===== config.mk =====
export PLATFORM = sky130hd
export DESIGN_NAME = pipe_seq_ctrl_flat
export DESIGN_NICKNAME = d
export VERILOG_FILES = /design/src/rtl/pipe_seq_ctrl_if.sv /design/src/rtl/pipe_seq_ctrl.sv /design/src/flat_wrapper.sv
export SDC_FILE = /design/constraint.sdc
export NUM_CORES = 1
export LEC_CHECK = 0
export CAP_MARGIN = 40
export CORE_ASPECT_RATIO = 0.5
export CORE_MARGIN = 4
export CORE_UTILIZATION = 50
export DETAILED_ROUTE_END_ITERATION = 10
export PLACE_DENSITY = 0.86
export SLEW_MARGIN = 15
export SYNTH_ARGS = -nofsm -noshare
export SYNTH_HDL_FRONTEND = slang
export SYNTH_SLANG_ARGS = --single-unit

===== constraint.sdc =====
create_clock -name clk -period 5.7 [get_ports clk]
set_input_delay 1.14 -clock clk [delete_from_list [all_inputs] [get_ports clk]]
set_output_delay 1.14 -clock clk [all_outputs]
set_load 0.01 [all_outputs]

===== src/rtl/pipe_seq_ctrl_if.sv =====
// Host command, hazard and pipeline-control signals of the sequencing controller.
interface pipe_seq_ctrl_if #(
    parameter int CNT_W = 16
);
    logic             host_run;
    logic             host_step;
    logic             host_halt;
    logic             host_clear;
    logic [4:0]       id_rs1;
    logic [4:0]       id_rs2;
    logic             id_uses_rs2;
    logic             ex_memread;
    logic [4:0]       ex_rd;
    logic             mem_taken;
    logic             pc_en;
    logic             ifid_en;
    logic             ifid_flush;
    logic             idex_flush;
    logic             exmem_flush;
    logic             pipe_en;
    logic             halted;
    logic [2:0]       state;
    logic [CNT_W-1:0] stall_cnt;
    logic [CNT_W-1:0] flush_cnt;

    modport master (
        output host_run, host_step, host_halt, host_clear,
        output id_rs1, id_rs2, id_uses_rs2, ex_memread, ex_rd, mem_taken,
        input  pc_en, ifid_en, ifid_flush, idex_flush, exmem_flush, pipe_en,
        input  halted, state, stall_cnt, flush_cnt
    );

    modport slave (
        input  host_run, host_step, host_halt, host_clear,
        input  id_rs1, id_rs2, id_uses_rs2, ex_memread, ex_rd, mem_taken,
        output pc_en, ifid_en, ifid_flush, idex_flush, exmem_flush, pipe_en,
        output halted, state, stall_cnt, flush_cnt
    );
endinterface


===== src/rtl/pipe_seq_ctrl.sv =====
// Five-stage pipeline sequencing and hazard controller: host run/pause/step/halt
// sequencing, load-use stalls, taken-branch flushes and saturating event counters.
module pipe_seq_ctrl #(
    parameter int DRAIN_CYCLES = 4,
    parameter int CNT_W        = 16
) (
    input  logic          clk,
    input  logic          reset,
    pipe_seq_ctrl_if.slave bus
);
    typedef enum logic [2:0] {
        IDLE  = 3'd0,
        RUN   = 3'd1,
        PAUSE = 3'd2,
        STEP  = 3'd3,
        DRAIN = 3'd4,
        HALT  = 3'd5
    } state_t;

    localparam int DW = $clog2(DRAIN_CYCLES + 1);

    state_t           state_q, state_d;
    logic [DW-1:0]    drain_q, drain_d;
    logic [CNT_W-1:0] stall_q, flush_q;
    logic             active;
    logic             lu_raw;
    logic             tk;
    logic             lu;

    // Hazard detection, qualified by the active states
    always_comb begin
        active = (state_q == RUN) || (state_q == STEP) || (state_q == DRAIN);
        lu_raw = bus.ex_memread && (bus.ex_rd != 5'd0) &&
                 ((bus.ex_rd == bus.id_rs1) ||
                  (bus.id_uses_rs2 && (bus.ex_rd == bus.id_rs2)));
        tk     = active && bus.mem_taken;
        // A taken branch squashes the load-use stall entirely
        lu     = active && lu_raw && !bus.mem_taken;
    end

    // Pipeline enables and flushes from current state and hazards
    always_comb begin
        bus.pc_en       = 1'b0;
        bus.ifid_en     = 1'b0;
        bus.ifid_flush  = 1'b0;
        bus.idex_flush  = 1'b0;
        bus.exmem_flush = 1'b0;
        bus.pipe_en     = 1'b0;
        if (active) begin
            bus.pipe_en = 1'b1;
            if (tk) begin
                bus.pc_en       = 1'b1;
                bus.ifid_en     = 1'b1;
                bus.ifid_flush  = 1'b1;
                bus.idex_flush  = 1'b1;
                bus.exmem_flush = 1'b1;
            end else if (lu) begin
                bus.idex_flush = 1'b1;
            end else begin
                bus.pc_en   = 1'b1;
                bus.ifid_en = 1'b1;
            end
            if (state_q == DRAIN) begin
                bus.pc_en      = 1'b0;
                bus.ifid_flush = 1'b1;
            end
        end
        bus.halted    = (state_q == HALT);
        bus.state     = state_q;
        bus.stall_cnt = stall_q;
        bus.flush_cnt = flush_q;
    end

    // Next-state and drain-counter logic
    always_comb begin
        state_d = state_q;
        drain_d = drain_q;
        case (state_q)
            IDLE, PAUSE: begin
                if (bus.host_halt)      state_d = DRAIN;
                else if (bus.host_step) state_d = STEP;
                else if (bus.host_run)  state_d = RUN;
            end
            RUN: begin
                if (bus.host_halt)     state_d = DRAIN;
                else if (!bus.host_run) state_d = PAUSE;
            end
            STEP: begin
                if (bus.host_halt)     state_d = DRAIN;
                else if (bus.host_run) state_d = RUN;
                else                   state_d = PAUSE;
            end
            DRAIN: begin
                if (!lu) begin
                    if (drain_q <= DW'(1)) state_d = HALT;
                    else                   drain_d = drain_q - DW'(1);
                end
            end
            HALT: begin
                if (bus.host_clear) state_d = IDLE;
            end
            default: state_d = IDLE;
        endcase
        if ((state_d == DRAIN) && (state_q != DRAIN)) drain_d = DW'(DRAIN_CYCLES);
    end

    // State and drain counter registers
    always_ff @(posedge clk) begin
        if (reset) begin
            state_q <= IDLE;
            drain_q <= '0;
        end else begin
            state_q <= state_d;
            drain_q <= drain_d;
        end
    end

    // Saturating stall and flush event counters
    always_ff @(posedge clk) begin
        if (reset || bus.host_clear) begin
            stall_q <= '0;
            flush_q <= '0;
        end else begin
            if (lu && (stall_q != '1)) stall_q <= stall_q + 1'b1;
            if (tk && (flush_q != '1)) flush_q <= flush_q + 1'b1;
        end
    end
endmodule


===== src/flat_wrapper.sv =====
// flat-port wrapper written by rule: the top's interface ports become plain ports
module pipe_seq_ctrl_flat 
#(
    parameter int DRAIN_CYCLES = 4,
    parameter int CNT_W        = 16
)
  (clk, reset, bus_host_run, bus_host_step, bus_host_halt, bus_host_clear, bus_id_rs1, bus_id_rs2, bus_id_uses_rs2, bus_ex_memread, bus_ex_rd, bus_mem_taken, bus_pc_en, bus_ifid_en, bus_ifid_flush, bus_idex_flush, bus_exmem_flush, bus_pipe_en, bus_halted, bus_state, bus_stall_cnt, bus_flush_cnt);
  pipe_seq_ctrl_if #(.CNT_W(CNT_W)) bus_i ();
  input  logic clk;
  input  logic reset;
  input wire logic [$bits(bus_i.host_run)-1:0] bus_host_run;
  input wire logic [$bits(bus_i.host_step)-1:0] bus_host_step;
  input wire logic [$bits(bus_i.host_halt)-1:0] bus_host_halt;
  input wire logic [$bits(bus_i.host_clear)-1:0] bus_host_clear;
  input wire logic [$bits(bus_i.id_rs1)-1:0] bus_id_rs1;
  input wire logic [$bits(bus_i.id_rs2)-1:0] bus_id_rs2;
  input wire logic [$bits(bus_i.id_uses_rs2)-1:0] bus_id_uses_rs2;
  input wire logic [$bits(bus_i.ex_memread)-1:0] bus_ex_memread;
  input wire logic [$bits(bus_i.ex_rd)-1:0] bus_ex_rd;
  input wire logic [$bits(bus_i.mem_taken)-1:0] bus_mem_taken;
  output wire logic [$bits(bus_i.pc_en)-1:0] bus_pc_en;
  output wire logic [$bits(bus_i.ifid_en)-1:0] bus_ifid_en;
  output wire logic [$bits(bus_i.ifid_flush)-1:0] bus_ifid_flush;
  output wire logic [$bits(bus_i.idex_flush)-1:0] bus_idex_flush;
  output wire logic [$bits(bus_i.exmem_flush)-1:0] bus_exmem_flush;
  output wire logic [$bits(bus_i.pipe_en)-1:0] bus_pipe_en;
  output wire logic [$bits(bus_i.halted)-1:0] bus_halted;
  output wire logic [$bits(bus_i.state)-1:0] bus_state;
  output wire logic [$bits(bus_i.stall_cnt)-1:0] bus_stall_cnt;
  output wire logic [$bits(bus_i.flush_cnt)-1:0] bus_flush_cnt;
  assign bus_i.host_run = bus_host_run;
  assign bus_i.host_step = bus_host_step;
  assign bus_i.host_halt = bus_host_halt;
  assign bus_i.host_clear = bus_host_clear;
  assign bus_i.id_rs1 = bus_id_rs1;
  assign bus_i.id_rs2 = bus_id_rs2;
  assign bus_i.id_uses_rs2 = bus_id_uses_rs2;
  assign bus_i.ex_memread = bus_ex_memread;
  assign bus_i.ex_rd = bus_ex_rd;
  assign bus_i.mem_taken = bus_mem_taken;
  assign bus_pc_en = bus_i.pc_en;
  assign bus_ifid_en = bus_i.ifid_en;
  assign bus_ifid_flush = bus_i.ifid_flush;
  assign bus_idex_flush = bus_i.idex_flush;
  assign bus_exmem_flush = bus_i.exmem_flush;
  assign bus_pipe_en = bus_i.pipe_en;
  assign bus_halted = bus_i.halted;
  assign bus_state = bus_i.state;
  assign bus_stall_cnt = bus_i.stall_cnt;
  assign bus_flush_cnt = bus_i.flush_cnt;
  pipe_seq_ctrl #(.DRAIN_CYCLES(DRAIN_CYCLES), .CNT_W(CNT_W)) u_core (.clk(clk), .reset(reset), .bus(bus_i));
endmodule

-- Word-level counts from Yosys, hierarchy flattened
Index checks and enable logic that the tools add are counted.
- multiplexer cells: 28
- bitwise logic cells: 2
- order comparisons: 1
- add/subtract/negate cells: 3
- shift operators: 0
- multipliers: 0
- reductions and logical operators: 21
- div/mod/pow operators: 0
- equal/unequal tests: 13
- operators with widths (operator ; number):
    $mux W3 ; 13
    $add A16 B1 Y16 const B ; 2
    $ne A16 B16 Y1 const B ; 2
    $pmux W3 S5 ; 1
    $mux W1 ; 13
    $eq A5 B5 Y1 ; 2
    $eq A3 B3 Y1 const B ; 3
    $logic_and A1 B1 Y1 ; 9
    $eq A3 B2 Y1 const B ; 2
    $reduce_and A3 Y1 ; 2
    $reduce_bool A5 Y1 ; 1
    $logic_or A1 B1 Y1 ; 4
    $ne A2 B2 Y1 const B ; 2
    $reduce_or A2 Y1 ; 2
    $eq A3 B1 Y1 const B ; 1
    $le A3 B1 Y1 const B ; 1
    $logic_not A3 Y1 ; 1
    $ne A3 B3 Y1 const B ; 1
    $sub A3 B1 Y3 const B ; 1
    $mux W2 ; 1
    $not A1 Y1 ; 2
    $reduce_bool A2 Y1 ; 1
    $logic_not A1 Y1 ; 1
- memories: 0
- memory bits (writable): 0
- bits in registers: 38
- ROM bits: 0
- input bits: 24
- output and inout port bits: 42
- bits in latches: 0
- logic and storage cells: 73

-- Logic depth before layout (Yosys ltp)
- word-level depth: 12
- mapped depth: 8
- mapped depth without buffers: 7

-- Least setup slack after synthesis
Ideal clock, no wire load.
- kind: input -> output
- from: in bus_ex_rd[0]
- to: out bus_pc_en
- required time: 4560 ps
- stages on the path: 5
- buffers on the path: 0
- arrival: 2265 ps
- slack: 2295 ps
- path through: or4_1 -> o21ai_1 -> nor3_4 -> nand2_2 -> and2_1
- word-level cells in the longest chain between the ends: 10
- elaborated cells on any way between the ends: 13
- those cells by class: 2 x eq/ne; 4 x mux; 7 x reduce/logical
- RTL lines (item ; RTL line ; source):
    from (decl) ; flat_wrapper.sv:19 ; input wire logic [$bits(bus_i.ex_rd)-1:0] bus_ex_rd;
    $eq A5 B5 Y1 ; pipe_seq_ctrl.sv:35 ; (bus.id_uses_rs2 && (bus.ex_rd == bus.id_rs2)));
    $logic_and A1 B1 Y1 ; pipe_seq_ctrl.sv:35 ;
    $logic_or A1 B1 Y1 ; pipe_seq_ctrl.sv:34 ; ((bus.ex_rd == bus.id_rs1) ||
    $logic_and A1 B1 Y1 (*) ; pipe_seq_ctrl.sv:33 ; lu_raw = bus.ex_memread && (bus.ex_rd != 5'd0) &&
    $logic_and A1 B1 Y1 (*) (2 in series) ; pipe_seq_ctrl.sv:38 ; lu = active && lu_raw && !bus.mem_taken;
    $mux W1 (*) ; pipe_seq_ctrl.sv:57 ; end else if (lu) begin
    $mux W1 (*) ; pipe_seq_ctrl.sv:51 ; if (tk) begin
    $mux W1 (*) ; pipe_seq_ctrl.sv:63 ; if (state_q == DRAIN) begin
    $mux W1 (*) ; pipe_seq_ctrl.sv:49 ; if (active) begin
    to (decl) ; flat_wrapper.sv:21 ; output wire logic [$bits(bus_i.pc_en)-1:0] bus_pc_en;
Every way passes the cells marked *; elsewhere a longest branch is shown, timed or not.

-- Final worst setup path
Same ends and word-level chain as after synthesis.

==> out/metrics.yaml <==
place:
  hpwl_um: 3860
  gp_congestion: 0.730
  io_buffers: 65
critical_path:
  path_max_fanout: 9
  critical_path.cell_chain: "clkdlybuf4s50_1, or4_1, o21ai_1, nor3_4, nand2_2, and2_1, clkdlybuf4s50_1"
  critPathRequiredTime_ps: 4560
  slowest_delay_ps: 540
  path_class: "input pin to primary output"
  reg2reg_depth: 6
  reg2reg_from: "u_core.bus.state[2]$_SDFF_PP0_"
  reg2reg_to: "u_core.bus.stall_cnt[13]$_SDFFE_PP0P_"
  r2r_setup_slack_ps: 3280
  crit_top_cell: "clkdlybuf4s50_1"
  crit_path_end_kind: "primary output"
  slowest_stage: "or4_1"
  startpoint_type: "input pin"
  arrival_ps: 3340
layout:
  final_layout_size_suffix_gt1_frac: 0.0447
  multiInputGateArea_sq_um: 1220
  synthToLayoutAreaGrowth_pct: 37.7
  ff_latch_area_sq_um: 761
  nNetsFinal: 341
  fill_cells: 328
  diodes: 0
power_and_ir_drop:
  p_per_area_nw_per_um2: 188
  power_uw: 532
  ir_drop_v: 0.000132
  p_leak_uw: 0.000921
grt:
  grt_pass1_wl_um: 8250
  overflow: 0
  antenna_found_initial: 0
  grt_pass1_vias: 1863
  grt.total_usage: 0.197
  grt_max_degree: 30
synthesis:
  synth.avg_cell_area_sq_um: 8.34
  synth_edf_count: 0
  synth_top_cells_by_count: "dfxtp_1, nor2_1, xnor2_1"
  synth_cells: 246
  ys_async_sr_fraction: 0
  yosysSeqAreaShare: 0.371
  yosys-top-cells-area: "dfxtp_1, xnor2_1, nor2_1"
  synth_most_common_cell: "dfxtp_1"
  synth-seq-cells: 38
  ys_types: 47
  synth.top_cell.area_share: 0.371
  synth_ff_type: "dfxtp_1"
  synth.largest_area_cell: "dfxtp_1"
  synth_area_sq_um: 2050
  synth_warnings: 0
  synth_nets: 274
run_status:
  status: "finished clean"
floorplanning:
  die_w_um: 98.6
  rows: 16
  core_area_sq_um: 3920
  start_util: 0.523
  chipHeight_um: 53.3
  die_area_sq_um: 5260
  ioPinCount: 66
sta:
  period_needed_ps: 4480
  worst_slew_pin_slew_ps: 750
  setup_viol: 0
  fin_crit_sh: 0.786
  hold_ws_ps: 499
  slew_headroom: 0.495
  maxSlewViolCount: 0
  fin_skew_ps: 7.13
  fin_tns_setup_ps: 0
  hold_violations: 0
  clock.fmax_mhz: 223
  rsz0062_at_grt: "no"
drt:
  post_drt_wl_per_cell_um: 14.0
  vias: 2054
  firstDrtPassIters: 4
  drc: 0
  wl_um: 5130
  final_antenna_net_count: 0
  vias_per_cell: 5.60
  dr.first_iter.drc_count: 73
clock_tree:
  ctsResizeCount: 0
  postCtsSetupRepairBufs: 0
  clk-insertion-delay-late_ps: 290
  cts.sinks: 38
  cts_buffer_depth: 2
  hold_buffers: 0
  cts_tree: "yes"
  htree_levels: 2
  clk_pin_slew_worst_paths_ps: 70
  cts_made_buffers: 5
  cts_root_buf: "clkbuf_8"
min_path:
  min_delay_path_depth: 2
  hold_class: "flip-flop to flip-flop"
  holdPathEnd: "u_core.bus.stall_cnt[15]$_SDFFE_PP0P_"
  worstHoldStart: "u_core.bus.stall_cnt[15]$_SDFFE_PP0P_"
run:
  cap_violations: 0
## metrics by stage
step	area, sq um	setup slack, ps	std cells	utilization
after floorplan	2050	2290	246	-
after global placement	2740	1250	359	0.699
after detailed placement	2740	1210	359	0.699
after CTS	2820	1210	366	0.718
after global routing	2830	1080	367	0.720
final	2830	1220	367	0.720
## how the worst max path moves through the flow
| stage | slack (ps) | to | depth (start not counted) | from |
|---|---|---|---|---|
| 2_1_floorplan | 2290 | bus_pc_en | 5 | bus_ex_rd[0] |
| 3_3_place_gp | 1250 | bus_pc_en | 7 | bus_ex_rd[0] |
| 3_5_place_dp | 1210 | bus_pc_en | 7 | bus_ex_rd[0] |
| 4_1_cts | 1210 | bus_pc_en | 7 | bus_ex_rd[0] |
| 5_1_grt | 1080 | bus_pc_en | 7 | bus_ex_rd[0] |
| 6_report | 1220 | bus_pc_en | 7 | bus_ex_rd[0] |
## worst max-delay path, delay by kind of cell
family	cells	cell delay (ps)
buf+inv	2	1000
simple gates	4	940
compound gates	1	260
## report_power, final
part,switching [uW],internal (uW)
Clock,89.4,84.2
Sequential,4.78,269
Combinational,39.0,45.3
Total,133,398
## flip-flops by register name, summed over array words and instances (netlist names)
register,count
u_core.bus.flush_cnt,16
u_core.bus.state,3
u_core.drain_q,3
u_core.bus.stall_cnt,16
## per-layer routing
layer / GRT usage / up-vias / share of wire
met1: 0.226 / 977 / 0.44
li1: - / 1026 / -
met2: 0.366 / 40 / 0.50
met3: 0.0447 / 11 / 0.040
met4: 0.0771 / 0 / 0.017
met5: 0 / - / 0
## cells in the final DEF (no fill, tap or decap), types with 2 or more instances in the layout
master / netlist / layout
nor4_1: 3 / 3
nand2b_1: 3 / 3
or4_1: 7 / 7
nand3_1: 13 / 13
nand4_1: 7 / 7
o31ai_1: 3 / 3
o21bai_1: 3 / 3
clkbuf_8: 0 / 5
ha_1: 4 / 4
and3_1: 5 / 5
dfxtp_1: 38 / 38
a21oi_1: 17 / 17
o211ai_1: 3 / 3
nand2_1: 19 / 19
o31a_1: 2 / 2
nor2_1: 23 / 23
nor3_1: 6 / 6
clkdlybuf4s50_1: 0 / 65
or3_1: 7 / 7
inv_1: 11 / 11
clkbuf_1: 3 / 2
xnor2_1: 23 / 23
and2_1: 3 / 3
o41ai_1: 2 / 2
xor2_1: 3 / 3
o21a_1: 2 / 2
and4_1: 4 / 4
nor2b_1: 2 / 2
o21ai_0: 9 / 9
## final cells by class
cell class | instances | area share
Inverter | 11 | 0.0146
Multi-Input combinational cell | 191 | 0.432
Clock buffer | 7 | 0.0270
Timing Repair Buffer | 66 | 0.233
Sequential cell | 38 | 0.269
Tap cell | 54 | 0.0239
## kinds of logic (layout without fill, tap and decap cells)
family                     Yosys count  count (layout)  synth area share
muxes                                1               1           0.00488
DFF                                 38              38             0.371
and+or+nand+nor                    111             111             0.302
adders and majority gates            4               4            0.0244
buffers and inverters               17              84            0.0341
xor gates and xnor gates            26              26             0.111
AOI/OAI and AO/OA                   49              49             0.153
(Power assumes the default switching activity.)
